$ cat config.mk
export PLATFORM = sky130hd
export DESIGN_NAME = demosaic_root_udiv_seq
export DESIGN_NICKNAME = d
export VERILOG_FILES = /design/src/rtl/demosaic_root_udiv_seq.sv
export SDC_FILE = /design/constraint.sdc
export NUM_CORES = 1
export LEC_CHECK = 0
export BUFFER_PORTS_ARGS = -buffer_cell sky130_fd_sc_hd__buf_2
export CAP_MARGIN = 0
export CORE_AREA = 10 10 94 96
export DETAILED_ROUTE_END_ITERATION = 16
export DIE_AREA = 0 0 104 106
export PLACE_DENSITY = 0.86
export SYNTH_ARGS = -nofsm -noshare
export SYNTH_HDL_FRONTEND = slang
export SYNTH_SLANG_ARGS = --single-unit
$ cat constraint.sdc
create_clock -name ap_clk -period 2.8 [get_ports ap_clk]
set_input_delay 0.28 -clock ap_clk [delete_from_list [all_inputs] [get_ports ap_clk]]
set_output_delay 0.28 -clock ap_clk [all_outputs]
set_load 0.01 [all_outputs]
$ cat src/rtl/demosaic_root_udiv_seq.sv
// Sequential restoring divider: one quotient bit per cycle, start/done handshake, saturated quotient.
// Optional round-half-up quotient when DEMOSAIC_ROOT_UDIV_ROUND_EN is defined.
module demosaic_root_udiv_seq #(
    parameter int unsigned din0_WIDTH = 25,
    parameter int unsigned din1_WIDTH = 8,
    parameter int unsigned dout_WIDTH = 18
) (
    input  logic                  ap_clk,
    input  logic                  ap_rst,
    input  logic                  ap_start,
    input  logic [din0_WIDTH-1:0] din0,
    input  logic [din1_WIDTH-1:0] din1,
    output logic                  ap_ready,
    output logic                  ap_idle,
    output logic                  ap_done,
    output logic [dout_WIDTH-1:0] dout,
    output logic [din1_WIDTH-1:0] rem,
    output logic                  ovf,
    output logic                  div0
);

    localparam int unsigned N  = din0_WIDTH;
    localparam int unsigned M  = din1_WIDTH;
    localparam int unsigned Q  = dout_WIDTH;
    localparam int unsigned CW = (N > 1) ? $clog2(N) : 1;

    localparam logic [1:0] IDLE = 2'd0;
    localparam logic [1:0] CALC = 2'd1;
    localparam logic [1:0] DONE = 2'd2;

    logic [1:0]    state_q;
    logic [CW-1:0] cnt_q;
    // Dividend bits shift out of the top while quotient bits shift in at the bottom.
    logic [N-1:0]  dq_q;
    logic [M:0]    part_q;
    logic [M-1:0]  div_q;
    logic [M-1:0]  lo_q;
    logic [Q-1:0]  dout_q;
    logic [M-1:0]  rem_q;
    logic          ovf_q;
    logic          div0_q;

    logic [M:0]    rem_sh;
    logic          ge;
    logic [M:0]    rem_nx;
    logic [N-1:0]  q_nx;
    logic          rnd;
    logic [N:0]    quo_ext;
    logic          sat;
    logic [Q-1:0]  res_dout;
    logic          accept;

    always_comb begin
        rem_sh = {part_q[M-1:0], dq_q[N-1]};
        ge     = (rem_sh >= {1'b0, div_q});
        rem_nx = ge ? (rem_sh - {1'b0, div_q}) : rem_sh;
        q_nx   = {dq_q[N-2:0], ge};
`ifdef DEMOSAIC_ROOT_UDIV_ROUND_EN
        rnd    = ({rem_nx[M-1:0], 1'b0} >= {1'b0, div_q});
`else
        rnd    = 1'b0;
`endif
        // Extra top bit catches a carry out of the rounding increment.
        quo_ext  = {1'b0, q_nx} + {{N{1'b0}}, rnd};
        sat      = ((quo_ext >> Q) != '0);
        res_dout = sat ? {Q{1'b1}} : quo_ext[Q-1:0];
    end

    assign accept   = ap_start && (state_q != CALC);
    assign ap_ready = (state_q != CALC);
    assign ap_idle  = (state_q != CALC);
    assign ap_done  = (state_q == DONE);
    assign dout     = dout_q;
    assign rem      = rem_q;
    assign ovf      = ovf_q;
    assign div0     = div0_q;

    always_ff @(posedge ap_clk) begin
        if (ap_rst) begin
            state_q <= IDLE;
            cnt_q   <= '0;
            dq_q    <= '0;
            part_q  <= '0;
            div_q   <= '0;
            lo_q    <= '0;
            dout_q  <= '0;
            rem_q   <= '0;
            ovf_q   <= 1'b0;
            div0_q  <= 1'b0;
        end else if (accept) begin
            state_q <= CALC;
            cnt_q   <= CW'(N - 1);
            dq_q    <= din0;
            part_q  <= '0;
            div_q   <= din1;
            lo_q    <= din0[M-1:0];
        end else if (state_q == CALC) begin
            dq_q   <= q_nx;
            part_q <= rem_nx;
            cnt_q  <= cnt_q - CW'(1);
            if (cnt_q == '0) begin
                state_q <= DONE;
                // Divide-by-zero still runs the full sequence; its result is overridden here.
                if (div_q == '0) begin
                    dout_q <= {Q{1'b1}};
                    rem_q  <= lo_q;
                    ovf_q  <= 1'b0;
                    div0_q <= 1'b1;
                end else begin
                    dout_q <= res_dout;
                    rem_q  <= rem_nx[M-1:0];
                    ovf_q  <= sat;
                    div0_q <= 1'b0;
                end
            end
        end else if (state_q == DONE) begin
            state_q <= IDLE;
        end
    end

endmodule

==> flow_results.org <==
** Synth
- Sequential cells were found to cover 44.0% of the synthesized design area.
- Synthesis instantiated 46 different standard cells from the library.
- In this run, synthesis produced a sequential element count of 84.
- When the netlist entered floorplanning its net count stood at 469.
- Synthesized instance count :: 422
- Average cell area after synthesis :: 9.05 µm²
- The synthesized design contains 0 enable-type register cells.
- Cell area after synthesis :: 3820 µm²
- Counting flops with an async set or reset pin after synthesis yields a share of 0%.
- Most instantiated flip-flop cell in the synthesis netlist :: sky130_fd_sc_hd__dfxtp_1
- Count of warnings emitted by yosys :: 0

** Setup path
- In this run the critical register-to-register path is launched from div_q[6].
- Worst Path Class, Setup :: flip-flop to flip-flop
- STA classifies the critical path endpoint as a flip-flop.
- Along the worst path, the maximum fanout reaches 9.
- STA classifies the critical path startpoint as a flip-flop.
- The signal on the critical path passes through inv_1 > ha_1 > a21o_1 > and2_1 > nor3_1 > nand2_1 > mux2i_1 > a211oi_1.
- Critical-path top delay cell :: sky130_fd_sc_hd__nand2_1
- The endpoint identified for the worst register-to-register timing path is part_q[5].
- Req. time, crit path :: 3.08 ns
- Arrival time of data at the critical path endpoint :: 2.66 ns
- Worst reg2reg setup slack :: 0.43 ns
- Counting cells, the worst reg-to-reg path comes to 8.
- Delay of the slowest cell on the worst path :: 0.36 ns

** Final layout
- Cells fill 62.4% of the core in the end.
- Post-route non-filler standard cell count :: 586
- Filler Cell Count :: 594
- Area taken by multi-input logic gates :: 1970 µm²
- After routing the design area is 4410 µm².
- Summing all flip-flop and latch instances after layout gives 1680 µm².
- After the last flow step, the layout net total stands at 529.
- Synthesis-to-layout area growth :: 15.4%
- Diodes inserted :: 0
- Most frequent cells in the layout :: sky130_fd_sc_hd__dfxtp_1 (84), sky130_fd_sc_hd__buf_2 (66), sky130_fd_sc_hd__nor2_1 (50), sky130_fd_sc_hd__nand2_1 (50), sky130_fd_sc_hd__a21oi_1 (34)
- The library cell used most frequently in the layout, excluding fill and tap cells, is sky130_fd_sc_hd__dfxtp_1.
- Fraction of layout cells with a size suffix above 1 :: 22.0%

** Place
- HPWL after detailed placement :: 7060 µm
- Port buffering added 66 buffers.
- After detailed placement, the design holds a cell count of 570.
- Placed Instance Area :: 4230 µm²
- The congestion estimate from routability-driven global placement came to 0.911.
- DP Worst Slack :: 0.466 ns

** Hold path
- Min-delay src :: din1[5]
- Worst min-delay path endpoint :: div_q[5]
- The path class of the tightest hold or removal check is primary input to flip-flop.
- Along the worst hold path, the cell count comes to 3.

** Timing
- Max-slew headroom :: 50.6%
- Max-slew violation total from the final report :: 0
- Adding up every negative setup slack in the final design gives 0 ns.
- Setup repair after global routing left no endpoint under its margin.
- Maximum operating frequency :: 421 MHz
- The worst path needs 2.37 ns of the cycle, external delays included.
- Post-route clock period utilization :: 84.8%
- Final setup violation count :: 0
- Setup Skew :: 0.0184 ns
- For the pin with the worst max-slew slack, the measured transition is 0.734 ns.
- The count of final hold-check violations came to 0.
- Final setup margin :: 0.426 ns

** Clock tree
- TritonCTS built the clock tree.
- After clock tree synthesis, the repair step resized 0 gates.
- Root buffer cell :: sky130_fd_sc_hd__clkbuf_8
- Hold repair after CTS inserted 0 buffers.
- Clock buffer depth :: 2
- Counting the buffers created by CTS gives 9.
- Buffers added to address setup during post-CTS repair amount to 0.
- CTS H-Tree Depth :: 3
- The tree built by TritonCTS fans out to 84 sinks.
- Clock latency on the worst-skew pair, taken at its later pin, is 0.37 ns.
- Clock-pin slew on the worst setup and hold paths :: 0.09 ns

** Die
- Die Area :: 11000 µm²
- The die is 106 µm tall.
- For this configuration, the core starts out at a cell density of 54.1%.
- The core region is 7060 µm².
- 67 I/O pins were placed.
- The initialized floorplan defines 31 standard-cell rows.
- The die is 104 µm wide.

** Job
- The tool flagged a number of max-cap violations equal to 0.

** GRT
- For this run the aggregate overflow at the end of global routing stands at 0.
- Number of global-route vias before repair :: 3292
- Entering global routing, the biggest net connects 53 pins.
- For this run, the total global-route usage over all layers was measured as 17.1%.
- Wire length of the first global-routing pass :: 15700 µm
- The initial antenna violation count is 0.

** Drt
- The count of nets left with antenna violations once routing finished came out at 0.
- Via Count :: 3412
- WL per Instance :: 16.5 µm
- Vias per cell :: 5.82
- The first detailed-routing pass took 5 iterations.
- Detailed-route DRC error count :: 0
- After the first detailed-routing iteration, the DRC count stood at 235.
- Final Routed Wirelength :: 9680 µm

** Power
- In this run the power density over the cells is 675 nW/µm².
- Summed over all cells, the static leakage comes to 1.91 nW.
- The worst-case IR drop observed on VDD is 468 µV.

** Run status
- Status :: finished, final reports clean
[power breakdown]
group | leakage [nW] | internal, mW | switching, mW
combinational | 1.12 | 0.319 | 0.453
clock | 0.0923 | 0.334 | 0.472
sequential | 0.690 | 1.31 | 0.0854
total | 1.91 | 1.96 | 1.01
[registers in the layout (all words and copies together), names as in the netlist]
signal,count
cnt_q,5
div0,1
div_q,8
dout,18
dq_q,25
lo_q,8
ovf,1
part_q,8
rem,8
state_q,2
[metal layers]
| layer | share of wire [%] | track usage, % | vias to the layer above |
|---|---|---|---|
| met2 | 48 | 28.5 | 118 |
| met1 | 44 | 20.9 | 1613 |
| met5 | 0 | 0 | - |
| met3 | 5.5 | 4.29 | 24 |
| li1 | - | - | 1657 |
| met4 | 2.4 | 6.46 | 0 |
[critical path: cells and delay by family (launching register included)]
kind	cells	cell delay, ns
compound gates	2	0.45
fa+ha+maj	1	0.32
buf+inv	1	0.05
flops	1	0.35
mux	1	0.22
simple gates	3	0.89
[worst max path at each step]
stage                     slack [ns]  startpoint        end
final                           0.43    div_q[6]  part_q[5]
after global placement          0.60    div_q[6]  part_q[5]
after detailed placement        0.47    div_q[6]  part_q[5]
after floorplan                 0.68    cnt_q[0]    dout[0]
after global routing            0.14    div_q[6]     rem[2]
after CTS                       0.44    div_q[6]  part_q[5]
[synthesized netlist by cell type (4+ instances only)]
master | count | area [µm²]
sky130_fd_sc_hd__clkbuf_1 | 22 | 82.6
sky130_fd_sc_hd__a22oi_1 | 6 | 45.0
sky130_fd_sc_hd__inv_1 | 12 | 45.0
sky130_fd_sc_hd__mux2i_1 | 29 | 290
sky130_fd_sc_hd__dfxtp_1 | 84 | 1680
sky130_fd_sc_hd__a21oi_1 | 34 | 170
sky130_fd_sc_hd__o21ai_0 | 8 | 40.0
sky130_fd_sc_hd__nor2b_1 | 4 | 25.0
sky130_fd_sc_hd__o21a_1 | 4 | 30.0
sky130_fd_sc_hd__ha_1 | 10 | 125
sky130_fd_sc_hd__nor2_1 | 50 | 188
sky130_fd_sc_hd__a211oi_1 | 31 | 233
sky130_fd_sc_hd__o221a_1 | 11 | 124
sky130_fd_sc_hd__o221a_2 | 10 | 113
sky130_fd_sc_hd__nor3_1 | 6 | 30.0
sky130_fd_sc_hd__xnor2_1 | 4 | 35.0
sky130_fd_sc_hd__nand2_1 | 50 | 188
sky130_fd_sc_hd__nand3_1 | 8 | 40.0
[kinds of logic after synthesis]
kind of cell             after synthesis  share of synthesized area (%)
AND/OR/NAND/NOR                      137                           16.7
AO/OA/AOI/OAI                        115                           22.1
flip-flops                            84                           44.0
buffers and inverters                 40                           4.42
multiplexers                          29                           7.60
adder cells (fa/ha/maj)               11                           3.80
XOR/XNOR                               6                           1.38
[metrics by stage]
stage | hold slack [ns] | power, mW
final | 0.144 | 2.97
after global routing | 0.161 | 3.12
after CTS | 0.144 | 2.97
after detailed placement | 0.450 | 2.18
after global placement | 0.448 | 2.15
after floorplan | 0.416 | 1.96
[final cells by class]
type / instances / share of cell area, %
multi-input cells: 298 / 44.7
clock inverters: 7 / 1.25
clock buffers: 9 / 2.81
well taps: 99 / 2.81
flip-flops and latches: 84 / 38.1
inverters: 13 / 1.11
repair buffers: 76 / 9.20
Note: power is estimated with default switching activity, not from simulation.
